===== config.mk =====
export PLATFORM = sky130hd
export DESIGN_NAME = axil_sram_slave
export DESIGN_NICKNAME = d
export VERILOG_FILES = /design/src/rtl/axil_sram_slave.sv
export SDC_FILE = /design/constraint.sdc
export NUM_CORES = 1
export LEC_CHECK = 0
export CAP_MARGIN = 25
export CORE_ASPECT_RATIO = 0.6
export CORE_MARGIN = 10
export CORE_UTILIZATION = 35
export CTS_CLUSTER_DIAMETER = 30
export DETAILED_ROUTE_END_ITERATION = 10
export GPL_TIMING_DRIVEN = 0
export PLACE_DENSITY_LB_ADDON = 0.15
export SLEW_MARGIN = 20
export SYNTH_ARGS = -nofsm -noshare
export SYNTH_HDL_FRONTEND = slang
export SYNTH_SLANG_ARGS = --single-unit
export TNS_END_PERCENT = 50

===== constraint.sdc =====
create_clock -name S_AXI_ACLK -period 3.03 [get_ports S_AXI_ACLK]
set_input_delay 0.606 -clock S_AXI_ACLK [delete_from_list [all_inputs] [get_ports S_AXI_ACLK]]
set_output_delay 0.606 -clock S_AXI_ACLK [all_outputs]
set_load 0.02 [all_outputs]

===== src/rtl/axil_sram_slave.sv =====
// AXI4-Lite word-addressed slave onto a single-port synchronous SRAM, write/read sharing one port.
// Define AXIL_SRAM_RANGE_CHECK_EN to answer out-of-range addresses with SLVERR instead of aliasing.
module axil_sram_slave #(
    parameter int unsigned C_S_AXI_ADDR_WIDTH = 18,
    parameter int unsigned C_S_AXI_DATA_WIDTH = 32,
    parameter int unsigned MEMORY_ADDR_WIDTH  = 18,
    parameter int unsigned MEMORY_DATA_WIDTH  = 16,
    parameter int unsigned SRAM_READ_LATENCY  = 2
) (
    input  logic                              S_AXI_ACLK,
    input  logic                              S_AXI_ARESETN,
    input  logic [C_S_AXI_ADDR_WIDTH-1:0]     S_AXI_AWADDR,
    input  logic                              S_AXI_AWVALID,
    output logic                              S_AXI_AWREADY,
    input  logic [C_S_AXI_DATA_WIDTH-1:0]     S_AXI_WDATA,
    input  logic [C_S_AXI_DATA_WIDTH/8-1:0]   S_AXI_WSTB,
    input  logic                              S_AXI_WAVALID,
    output logic                              S_AXI_WREADY,
    output logic [1:0]                        S_AXI_BRESP,
    output logic                              S_AXI_BVALID,
    input  logic                              S_AXI_BREADY,
    input  logic [C_S_AXI_ADDR_WIDTH-1:0]     S_AXI_ARADDR,
    input  logic                              S_AXI_ARVALID,
    output logic                              S_AXI_ARREADY,
    output logic [C_S_AXI_DATA_WIDTH-1:0]     S_AXI_RDATA,
    output logic [1:0]                        S_AXI_RRESP,
    output logic                              S_AXI_RVALID,
    input  logic                              S_AXI_RREADY,
    output logic [MEMORY_ADDR_WIDTH-1:0]      SRAM_address,
    output logic [MEMORY_DATA_WIDTH-1:0]      SRAM_write_data,
    output logic                              SRAM_we_n,
    output logic                              SRAM_ub_n,
    output logic                              SRAM_lb_n,
    input  logic [MEMORY_DATA_WIDTH-1:0]      SRAM_read_data
);

    localparam int unsigned CNT_W = (SRAM_READ_LATENCY > 1) ? $clog2(SRAM_READ_LATENCY) : 1;
    localparam logic [CNT_W-1:0] CNT_LOAD = CNT_W'(SRAM_READ_LATENCY - 1);
    localparam logic [1:0] RESP_OKAY   = 2'b00;
    localparam logic [1:0] RESP_SLVERR = 2'b10;
    localparam logic GRANT_WR = 1'b0;
    localparam logic GRANT_RD = 1'b1;

    typedef enum logic [1:0] {R_IDLE = 2'd0, R_REQ = 2'd1, R_WAIT = 2'd2, R_RESP = 2'd3} r_state_e;

    r_state_e r_state_q, r_state_d;
    logic [CNT_W-1:0]              cnt_q;
    logic                          last_grant_q;
    logic                          aw_full_q, w_full_q;
    logic [C_S_AXI_ADDR_WIDTH-1:0] aw_addr_q, rd_addr_q;
    logic [MEMORY_DATA_WIDTH-1:0]  w_data_q;
    logic [1:0]                    w_strb_q;

    logic aw_hs_c, w_hs_c, ar_hs_c;
    logic aw_full_d_c, w_full_d_c;
    logic wr_req_c, rd_req_c, wr_go_c, rd_go_c;
    logic rd_capture_c, r_done_c, arready_d_c;
    logic wr_oob_c, rd_oob_c;
    logic unused_bits;

`ifdef AXIL_SRAM_RANGE_CHECK_EN
    assign wr_oob_c = (aw_addr_q >> MEMORY_ADDR_WIDTH) != '0;
    assign rd_oob_c = (rd_addr_q >> MEMORY_ADDR_WIDTH) != '0;
`else
    assign wr_oob_c = 1'b0;
    assign rd_oob_c = 1'b0;
`endif

    assign unused_bits = ^{S_AXI_WDATA, S_AXI_WSTB, aw_addr_q, rd_addr_q};

    // Handshakes and port arbitration; a write may not issue while a read owns the port.
    always_comb begin : arb
        aw_hs_c     = S_AXI_AWVALID && S_AXI_AWREADY;
        w_hs_c      = S_AXI_WAVALID && S_AXI_WREADY;
        ar_hs_c     = S_AXI_ARVALID && S_AXI_ARREADY;
        wr_req_c    = aw_full_q && w_full_q && !S_AXI_BVALID && (r_state_q != R_WAIT);
        rd_req_c    = (r_state_q == R_REQ);
        wr_go_c     = wr_req_c && (!rd_req_c || (last_grant_q == GRANT_RD));
        rd_go_c     = rd_req_c && (!wr_req_c || (last_grant_q == GRANT_WR));
        aw_full_d_c = aw_hs_c || (aw_full_q && !wr_go_c);
        w_full_d_c  = w_hs_c || (w_full_q && !wr_go_c);
    end

    always_ff @(posedge S_AXI_ACLK) begin : r_state_reg
        if (!S_AXI_ARESETN) r_state_q <= R_IDLE;
        else                r_state_q <= r_state_d;
    end

    always_comb begin : r_next
        r_state_d = r_state_q;
        case (r_state_q)
            R_IDLE:  if (ar_hs_c)        r_state_d = R_REQ;
            R_REQ:   if (rd_go_c)        r_state_d = R_WAIT;
            R_WAIT:  if (cnt_q == '0)    r_state_d = R_RESP;
            R_RESP:  if (S_AXI_RREADY)   r_state_d = R_IDLE;
            default:                     r_state_d = R_IDLE;
        endcase
    end

    always_comb begin : r_out
        rd_capture_c = (r_state_q == R_WAIT) && (cnt_q == '0);
        r_done_c     = (r_state_q == R_RESP) && S_AXI_RREADY;
        arready_d_c  = (r_state_d == R_IDLE);
    end

    // Write holding registers and B channel.
    always_ff @(posedge S_AXI_ACLK) begin : wr_path
        if (!S_AXI_ARESETN) begin
            aw_full_q     <= 1'b0;
            w_full_q      <= 1'b0;
            aw_addr_q     <= '0;
            w_data_q      <= '0;
            w_strb_q      <= '0;
            S_AXI_AWREADY <= 1'b0;
            S_AXI_WREADY  <= 1'b0;
            S_AXI_BVALID  <= 1'b0;
            S_AXI_BRESP   <= RESP_OKAY;
            last_grant_q  <= GRANT_RD;
        end else begin
            aw_full_q     <= aw_full_d_c;
            w_full_q      <= w_full_d_c;
            S_AXI_AWREADY <= !aw_full_d_c;
            S_AXI_WREADY  <= !w_full_d_c;
            if (aw_hs_c) aw_addr_q <= S_AXI_AWADDR;
            if (w_hs_c) begin
                w_data_q <= S_AXI_WDATA[MEMORY_DATA_WIDTH-1:0];
                w_strb_q <= S_AXI_WSTB[1:0];
            end
            if (wr_go_c) begin
                S_AXI_BVALID <= 1'b1;
                S_AXI_BRESP  <= wr_oob_c ? RESP_SLVERR : RESP_OKAY;
            end else if (S_AXI_BVALID && S_AXI_BREADY) begin
                S_AXI_BVALID <= 1'b0;
            end
            if (wr_go_c)      last_grant_q <= GRANT_WR;
            else if (rd_go_c) last_grant_q <= GRANT_RD;
        end
    end

    // SRAM port drive; we_n is a single-cycle pulse, address held through a read.
    always_ff @(posedge S_AXI_ACLK) begin : sram_drive
        if (!S_AXI_ARESETN) begin
            SRAM_address    <= '0;
            SRAM_write_data <= '0;
            SRAM_we_n       <= 1'b1;
            SRAM_ub_n       <= 1'b1;
            SRAM_lb_n       <= 1'b1;
        end else begin
            SRAM_we_n <= 1'b1;
            if (wr_go_c) begin
                SRAM_address    <= MEMORY_ADDR_WIDTH'(aw_addr_q);
                SRAM_write_data <= w_data_q;
                SRAM_we_n       <= wr_oob_c;
                SRAM_ub_n       <= !w_strb_q[1] || wr_oob_c;
                SRAM_lb_n       <= !w_strb_q[0] || wr_oob_c;
            end else if (rd_go_c) begin
                SRAM_address <= MEMORY_ADDR_WIDTH'(rd_addr_q);
                SRAM_ub_n    <= 1'b0;
                SRAM_lb_n    <= 1'b0;
            end
        end
    end

    // Read address latch, latency counter and R channel.
    always_ff @(posedge S_AXI_ACLK) begin : rd_path
        if (!S_AXI_ARESETN) begin
            rd_addr_q     <= '0;
            cnt_q         <= '0;
            S_AXI_ARREADY <= 1'b0;
            S_AXI_RVALID  <= 1'b0;
            S_AXI_RDATA   <= '0;
            S_AXI_RRESP   <= RESP_OKAY;
        end else begin
            S_AXI_ARREADY <= arready_d_c;
            if (ar_hs_c) rd_addr_q <= S_AXI_ARADDR;
            if (rd_go_c)                                 cnt_q <= CNT_LOAD;
            else if ((r_state_q == R_WAIT) && (cnt_q != '0)) cnt_q <= cnt_q - CNT_W'(1);
            if (rd_capture_c) begin
                S_AXI_RVALID <= 1'b1;
                S_AXI_RDATA  <= rd_oob_c ? '0 : C_S_AXI_DATA_WIDTH'(SRAM_read_data);
                S_AXI_RRESP  <= rd_oob_c ? RESP_SLVERR : RESP_OKAY;
            end else if (r_done_c) begin
                S_AXI_RVALID <= 1'b0;
            end
        end
    end

endmodule


* Word-level counts from Yosys, hierarchy flattened
Index checks and enable logic that the tools add are counted.
** Word-level totals
- Register bits after elaboration :: 118
- Output and inout port bits :: 78
- Memories :: 0
- Word-level logic and storage cells :: 78
- Memory bits (read-only) :: 0
- Memory bits (writable) :: 0
- Bits in latches :: 0
** Cells by class
- Shift operators :: 0
- Reduce and logical (&&, ||, !) cells :: 32
- Add/subtract/negate cells :: 1
- Multiply operators :: 0
- Muxes and demuxes :: 19
- Bitwise gates (word level) :: 2
- Magnitude comparators :: 0
- Equality and inequality tests :: 4
- Divide/modulo/power cells :: 0
** Operators by type and width (number)
- 18-bit 2-to-1 mux :: 2
- 1-bit logical AND :: 14
- 1-bit 2-to-1 mux :: 12
- 1-bit logical NOT :: 8
- 2-bit 2-to-1 mux :: 4
- 2-bit case mux with 4 select lines :: 1
- 2-bit nonzero test :: 4
- 2-bit equality test (second input constant) :: 2
- 2-bit logical NOT :: 2
- 1-bit logical OR :: 4
- 2-bit by 1-bit equality test with 1-bit output (second input constant) :: 1
- 2-bit inequality test (second input constant) :: 1
- 1-bit inverter :: 2
- 1-bit subtractor (second input constant) :: 1

* Logic depth before layout (Yosys ltp)
Gate-level depths: netlist of the first run.
- Word-level depth :: 9
- Gate-level depth with buffers :: 6

* Least setup slack after synthesis of the first run
OpenSTA, ideal clock, no wires.
- Path type :: register -> register
- Start point :: register S_AXI_BVALID
- End point :: register SRAM_address[10]
- Slack :: 1.525 ns
- Setup time :: 0.088 ns
- Period minus slack after synthesis :: 1.505 ns
- Cell stages (with the launch flop) :: 7
- Data arrival time :: 1.417 ns
- Required time :: 2.942 ns
- Cell sequence :: dfxtp_1 -> and3b_1 -> buf_2 -> a21o_1 -> buf_4 -> buf_6 -> a311oi_2
** Between the ends
- Cells in the longest elaborated chain, start to end :: 7
- Elaborated cells between the ends (all ways) :: 9
- Classes of those cells :: mux: 1; reduce/logical: 8
** RTL lines
- start: declaration :: RTL line 20 : output logic S_AXI_BVALID,
- start signal: assignment :: RTL line 116 : S_AXI_BVALID <= 1'b0;
- start signal: assignment :: RTL line 130 : S_AXI_BVALID <= 1'b1;
- start signal: assignment :: RTL line 133 : S_AXI_BVALID <= 1'b0;
- 1-bit logical NOT * :: RTL line 76 : wr_req_c = aw_full_q && w_full_q && !S_AXI_BVALID && (r_state_q != R_WAIT);
- 1-bit logical AND * (2 in a row) :: RTL line 76
- 1-bit logical NOT :: RTL line 79 : rd_go_c = rd_req_c && (!wr_req_c || (last_grant_q == GRANT_WR));
- 1-bit logical OR :: RTL line 79
- 1-bit logical AND :: RTL line 79
- 2-bit nonzero test (no line)
- end signal: assignment :: RTL line 151 : SRAM_address <= MEMORY_ADDR_WIDTH'(aw_addr_q);
- end signal: assignment :: RTL line 157 : SRAM_address <= MEMORY_ADDR_WIDTH'(rd_addr_q);
- end: declaration :: RTL line 29 : output logic [MEMORY_ADDR_WIDTH-1:0] SRAM_address,
Mark *: on every way between the ends. The rest lies on a longest branch, timed or not.
A chain may end at the register's enable or synchronous reset.

* Worst setup path after layout of the first run
- Start point :: input S_AXI_ARESETN
- End point :: register S_AXI_RDATA[3]
** RTL lines
- start: declaration :: RTL line 11 : input logic S_AXI_ARESETN,
- end signal: assignment :: RTL line 180 : S_AXI_RDATA <= rd_oob_c ? '0 : C_S_AXI_DATA_WIDTH'(SRAM_read_data);
- end: declaration :: RTL line 25 : output logic [C_S_AXI_DATA_WIDTH-1:0] S_AXI_RDATA,
No word-level cell between the ends.

==> out/metrics.csv, run 1 <==
metric,value,unit
clk_pin_slew,0.05,ns
drc,0,
vias_per_cell,5.004,
synth-edff-count,0,
end_kind,flop,
antennaDiodeCount,0,
drt_iter0_drc,328,
critPathArrivalTime,2.53,ns
num_vias,4789,
critPathLaunchType,input pin,
nNetsFinal,847,
cts_tree,done,
dp_hpwl,12.86,mm
syn_inst,580,
async_flop_share,0,%
drv.max_cap_violation_count,0,
core_area,13790,µm²
hold_buffers,0,
row_count,33,
clk-insertion-delay-late,0.41,ns
syn-cell-area,4966,µm²
ant_nets,0,
die_width,173.8,µm
clock_path_buffers,2,
yosys_warnings,0,
timing.fmax,440.8,MHz
hold_path.class,flop to flop,
fin_crit,2.268,ns
rsz0062_at_grt,no,
finClkSkew,0.008362,ns
powerDensity,615.6,nW/µm²
cts-root-buf,clkbuf_16,
crit_top_cell,clkbuf_1,
tightest_slew,0.7334,ns
grt_pass1_vias,5002,
setup_viol,0,
cts_max_level,4,
synth.distinct_cells,38,
synth_top_area_share,47.57,%
worst_hold_slack,0.4556,ns
numClockSinks,118,
period_share,74.86,%
finalHoldViolCount,0,
cts_buffers,17,
status,finished clean,
worstReg2RegStart,S_AXI_BVALID,
grt_util_all_layers,17.13,%
cpPeakStageDelay,0.60,ns
drive_gt1_share,12.81,%
tns,0,ns
fillerInstances,1316,
crit_start,S_AXI_ARESETN,
post_cts_resized,0,
slew_headroom,51.11,%
crit_type,input pin to flop,
firstDrtPassIters,5,
fp.dieH,112.3,µm
antenna_found_initial,0,
die_area,19510,µm²
critPathRequiredTime,3.29,ns
drt-total-wl,17.07,mm
worst_path_max_delay_cell,clkdlybuf4s50_1,
holdCritStartpoint,aw_addr_q[11],
vdd_drop_max,0.0004065,V
wire_per_inst,17.83,µm
cellLeakagePower,2.549,nW
post_cts_buffers,0,
yosys.area.top_type,dfxtp_1,
cp_max_fo,10,
initial_core_util,36.01,%
grt_max_degree,17,
syn_avg_cell_area,8.562,µm²
synthFlopType,dfxtp_1,
cp_cell_sequence,clkdlybuf4s50_1 > inv_1 > clkbuf_1 > clkbuf_1 > a21oi_1,
yosysMostFrequentCell,nand2_1,
yosysSeqAreaShare,47.57,%
synth-seq-cells,118,
ys_top_cells_by_area,"dfxtp_1 48%, nand2_1 11%, a21oi_1 9.5%",
port-buffer-count,134,
place_congestion,0.8287,
grt-ovfl-total,0,
ios,173,
grt_pass1_wl,26.82,mm
report.final.slew_viol_count,0,
area_growth,45.23,%
synth_common_cells,"148 x nand2_1, 118 x dfxtp_1, 94 x a21oi_1",
[metal layers]
| metal | vias up | share of wire [%] | wire length, µm | GRT usage (%) |
|---|---|---|---|---|
| met3 | 11 | 9.3 | 1585 | 7.262 |
| met1 | 2248 | 45 | 7717 | 21.70 |
| met4 | 0 | 0.53 | 91 | 3.914 |
| li1 | 2358 | - | - | - |
| met2 | 172 | 45 | 7673 | 26.56 |
| met5 | - | 0 | 0 | 0 |
[cell families after synthesis]
family / count (synthesis) / synth area share [%]
and+or+nand+nor: 205 / 18.95
AOI/OAI and AO/OA: 172 / 23.53
DFF: 118 / 47.57
buffers and inverters: 83 / 9.649
muxes: 1 / 0.2267
other: 1 / 0.07551
[through the flow]
| stage | worst slack (ns) | std cells | power [W] | util [%] | cell area, µm² |
|---|---|---|---|---|---|
| global placement | 0.3507 | 925 | 0.002422 | 47.99 | 6619 |
| CTS | 0.7450 | 957 | 0.004456 | 52.30 | 7212 |
| detailed placement | 0.3232 | 925 | 0.002438 | 47.99 | 6619 |
| floorplan | 1.525 | 599 | 0.002122 | - | 5037 |
| global route | 0.5685 | 957 | 0.004597 | 52.30 | 7212 |
| finish | 0.7616 | 957 | 0.004439 | 52.30 | 7212 |
[path summary, 6_finish.rpt]
check	to	slack, ns	cells past startpoint
worst max register to register	SRAM_write_data[9]	1.24	5
worst min-delay path	aw_addr_q[11]	0.46	2
worst min register to register	aw_addr_q[11]	0.46	2
worst max-delay path	S_AXI_RDATA[3]	0.76	5
[where the power goes]
part / switching, W / internal (W) / total (W)
registers: 0.0000635 / 0.00165 / 0.00171
logic: 0.000380 / 0.000321 / 0.000701
clock network: 0.000696 / 0.00133 / 0.00203
total: 0.00114 / 0.00330 / 0.00444
[layout by cell type (no fill, tap or decap), types with 2 or more instances in the layout]
| master | netlist | layout |
|---|---|---|
| a21oi_1 | 94 | 94 |
| o21ai_0 | 2 | 2 |
| o221ai_1 | 2 | 2 |
| clkinvlp_4 | 0 | 2 |
| clkdlybuf4s50_1 | 0 | 134 |
| buf_4 | 27 | 27 |
| buf_2 | 17 | 17 |
| buf_1 | 3 | 3 |
| nor2b_1 | 2 | 2 |
| clkbuf_1 | 26 | 30 |
| a211oi_1 | 17 | 17 |
| conb_1 | 1 | 20 |
| clkbuf_16 | 0 | 17 |
| bufinv_16 | 0 | 3 |
| o31ai_1 | 35 | 35 |
| nand2_1 | 148 | 148 |
| inv_1 | 4 | 4 |
| clkinv_2 | 0 | 4 |
| a311oi_1 | 3 | 3 |
| buf_6 | 6 | 6 |
| nand3_1 | 2 | 2 |
| and2_1 | 3 | 3 |
| a311oi_2 | 14 | 14 |
| and3_1 | 3 | 3 |
| dfxtp_1 | 118 | 118 |
| or3b_2 | 2 | 2 |
| nand2b_1 | 2 | 2 |
| clkbuf_8 | 0 | 2 |
| nand4_1 | 34 | 34 |
[sequential cells by signal, indices dropped and copies added, names as in the netlist]
signal / flops
SRAM_address: 18
aw_addr_q: 18
rd_addr_q: 18
SRAM_write_data: 16
S_AXI_RDATA: 16
w_data_q: 16
r_state_q: 2
w_strb_q: 2
SRAM_lb_n: 1
SRAM_ub_n: 1
SRAM_we_n: 1
S_AXI_ARREADY: 1
S_AXI_AWREADY: 1
S_AXI_BVALID: 1
S_AXI_RVALID: 1
S_AXI_WREADY: 1
aw_full_q: 1
cnt_q: 1
last_grant_q: 1
w_full_q: 1
[final cells by class]
class	instances	area [µm²]	area share [%]
tap	192	240.2	3.331
buffer	79	464.2	6.436
clock inverter	9	125.1	1.735
multi-input combinational	398	2196	30.45
clock buffer	23	467.9	6.489
sequential	118	2362	32.76
inverter	4	15.01	0.2082
timing repair buffer	134	1341	18.60
[critical path, delay by kind of cell]
family                 cells  cell delay (ns)
AOI/OAI and AO/OA          1             0.10
buffers and inverters      4             1.81
Note: power is estimated with default switching activity, not from simulation.
==> run 2, diff against run 1 <==
Clock period 3.03 ns to 2.3 ns, I/O delays scaled along.
==> run 2 against run 1 <==
Worst setup slack lost 0.53 ns. Routed wire length shrank 0.13%. Core utilization is essentially flat. Sequential share of layout area is essentially flat. Global-route usage is the same. Sequential cell count is the same. Highest routed layer unchanged. Largest power group unchanged. Final area is essentially flat. Combinational power grew 32%. Clock power grew 31%. Clock-buffer cell count is the same. Sequential power grew 32%.
==> out/metrics.csv, run 2 (same netlist as run 1, synthesis figures left out) <==
metric,value,unit,change
setup_viol,0,,unchanged
crit_family,buffers and inverters,,unchanged
stdcell_count,957,,unchanged
period_share,89.74,%,
clk-insertion-delay-late,0.41,ns,about the same
post_cts_buffers,0,,unchanged
die_area,19510,µm²,unchanged
fin_crit,2.064,ns,
place_area,6619,µm²,unchanged
powerDensity,810.2,nW/µm²,was 615.6 nW/µm²
finalHoldViolCount,0,,unchanged
timing.fmax,484.5,MHz,
final_cell_mix,"148 x nand2_1, 134 x clkdlybuf4s50_1, 118 x dfxtp_1, 94 x a21oi_1, 35 x o31ai_1",,unchanged
grt_pass1_wl,26.82,mm,unchanged
multi_input_area,2196,µm²,unchanged
tightest_slew,0.7316,ns,was 0.7334 ns
dp_hpwl,12.86,mm,unchanged
numClockSinks,118,,unchanged
port-buffer-count,134,,unchanged
grt-ovfl-total,0,,unchanged
drt_iter0_drc,328,,unchanged
crit_top_cell,clkbuf_1,,unchanged
cpPeakStageDelay,0.60,ns,about the same
worst_hold_slack,0.4555,ns,was 0.4556 ns
clock_path_buffers,2,,unchanged
rsz0062_at_grt,no,,unchanged
nNetsFinal,847,,unchanged
cts_max_level,4,,unchanged
critPathArrivalTime,2.32,ns,was 2.53 ns
finClkSkew,0.008096,ns,was 0.008362 ns
ant_nets,0,,unchanged
cellLeakagePower,2.552,nW,was 2.549 nW
fp.dieH,112.3,µm,unchanged
drive_gt1_share,12.94,%,was 12.81%
worst_path_max_delay_cell,clkdlybuf4s50_1,,unchanged
slew_headroom,51.23,%,was 51.11%
firstDrtPassIters,4,,was 5
critPathLaunchType,input pin,,unchanged
core_area,13790,µm²,unchanged
die_width,173.8,µm,unchanged
grt_util_all_layers,17.13,%,unchanged
drt-total-wl,17.04,mm,was 17.07 mm
cts-root-buf,clkbuf_16,,unchanged
cts_buffers,17,,unchanged
grt_max_degree,17,,unchanged
fillerInstances,1315,,was 1316
clk_pin_slew,0.05,ns,about the same
cp_max_fo,10,,unchanged
cts_tree,done,,unchanged
critPathRequiredTime,2.56,ns,was 3.29 ns
fin_area,7213,µm²,was 7212 µm²
crit_type,input pin to flop,,unchanged
status,finished clean,,unchanged
vias_per_cell,5.002,,was 5.004
end_kind,flop,,unchanged
antennaDiodeCount,0,,unchanged
place_congestion,0.8287,,unchanged
seq_area,2362,µm²,unchanged
drv.max_cap_violation_count,0,,unchanged
initial_core_util,36.01,%,unchanged
area_growth,45.25,%,was 45.23%
final_common_cell,nand2_1,,unchanged
post-route-util,52.30,%,about the same
report.final.slew_viol_count,0,,unchanged
row_count,33,,unchanged
grt_pass1_vias,5002,,unchanged
cp_cell_sequence,clkdlybuf4s50_1 > inv_1 > clkbuf_1 > clkbuf_1 > a21oi_1,,unchanged
hold_buffers,0,,unchanged
drc,0,,unchanged
num_vias,4787,,was 4789
dp.cells,925,,unchanged
hold_path.class,flop to flop,,unchanged
ios,173,,unchanged
wire_per_inst,17.81,µm,was 17.83 µm
reg_top3,"SRAM_address (18), aw_addr_q (18), rd_addr_q (18)",,unchanged
antenna_found_initial,0,,unchanged
vdd_drop_max,0.0005297,V,was 0.0004065 V
cp_num_buf_inv,4,,unchanged
run 2: cell types whose count changed in the layout (fill, tap and decap cells not counted):
cell,delta
clkbuf_1,-1
clkbuf_2,+1
run 2: final timing paths:
check	from	to	slack [ns]	cells past startpoint
worst max register to register	S_AXI_BVALID	SRAM_write_data[9]	0.51	5
worst max-delay path	S_AXI_ARESETN	S_AXI_BVALID	0.24	5
worst min register to register	aw_addr_q[11]	aw_addr_q[11]	0.46	2
worst min-delay path	aw_addr_q[11]	aw_addr_q[11]	0.46	2
run 2: final cells by class:
type | instances | area share (%)
sequential | 118 | 32.75
timing repair buffer | 134 | 18.60
buffer | 79 | 6.453
inverter | 4 | 0.2082
clock inverter | 9 | 1.735
multi-input combinational | 398 | 30.44
clock buffer | 23 | 6.487
tap | 192 | 3.330
run 2: tightest hold or removal path, stage by stage (launching register included):
cell     delay, ns
dfxtp_1       0.31
nand2_1       0.05
a21oi_1       0.05
run 2: what timing repair did:
item                       in CTS  in global routing
hold endpoints to repair        0                  0
setup endpoints to repair       0                  2
gates resized for setup         0                  2
run 2: power breakdown:
group	leakage, nW	internal [W]	switching, W
clock network	0.287	0.00175	0.000912
logic	1.30	0.000423	0.000500
registers	0.961	0.00217	0.0000838
run 2: metrics by stage:
stage | total power (W) | TNS (ns) | setup slack, ns
global placement | 0.003191 | -7.596 | -0.2333
finish | 0.005844 | 0 | 0.2360
floorplan | 0.002796 | 0 | 0.7946
global route | 0.006056 | 0 | 0.08028
CTS | 0.005870 | 0 | 0.1610
detailed placement | 0.003211 | -9.377 | -0.2608
run 2: routing by layer:
layer  wire [µm]  GRT usage, %  vias to the layer above
li1            -             -                     2358
met1        7745         21.70                     2251
met2        7683         26.56                      168
met3        1525         7.262                       10
met4          89         3.914                        0
met5           0             0                        -
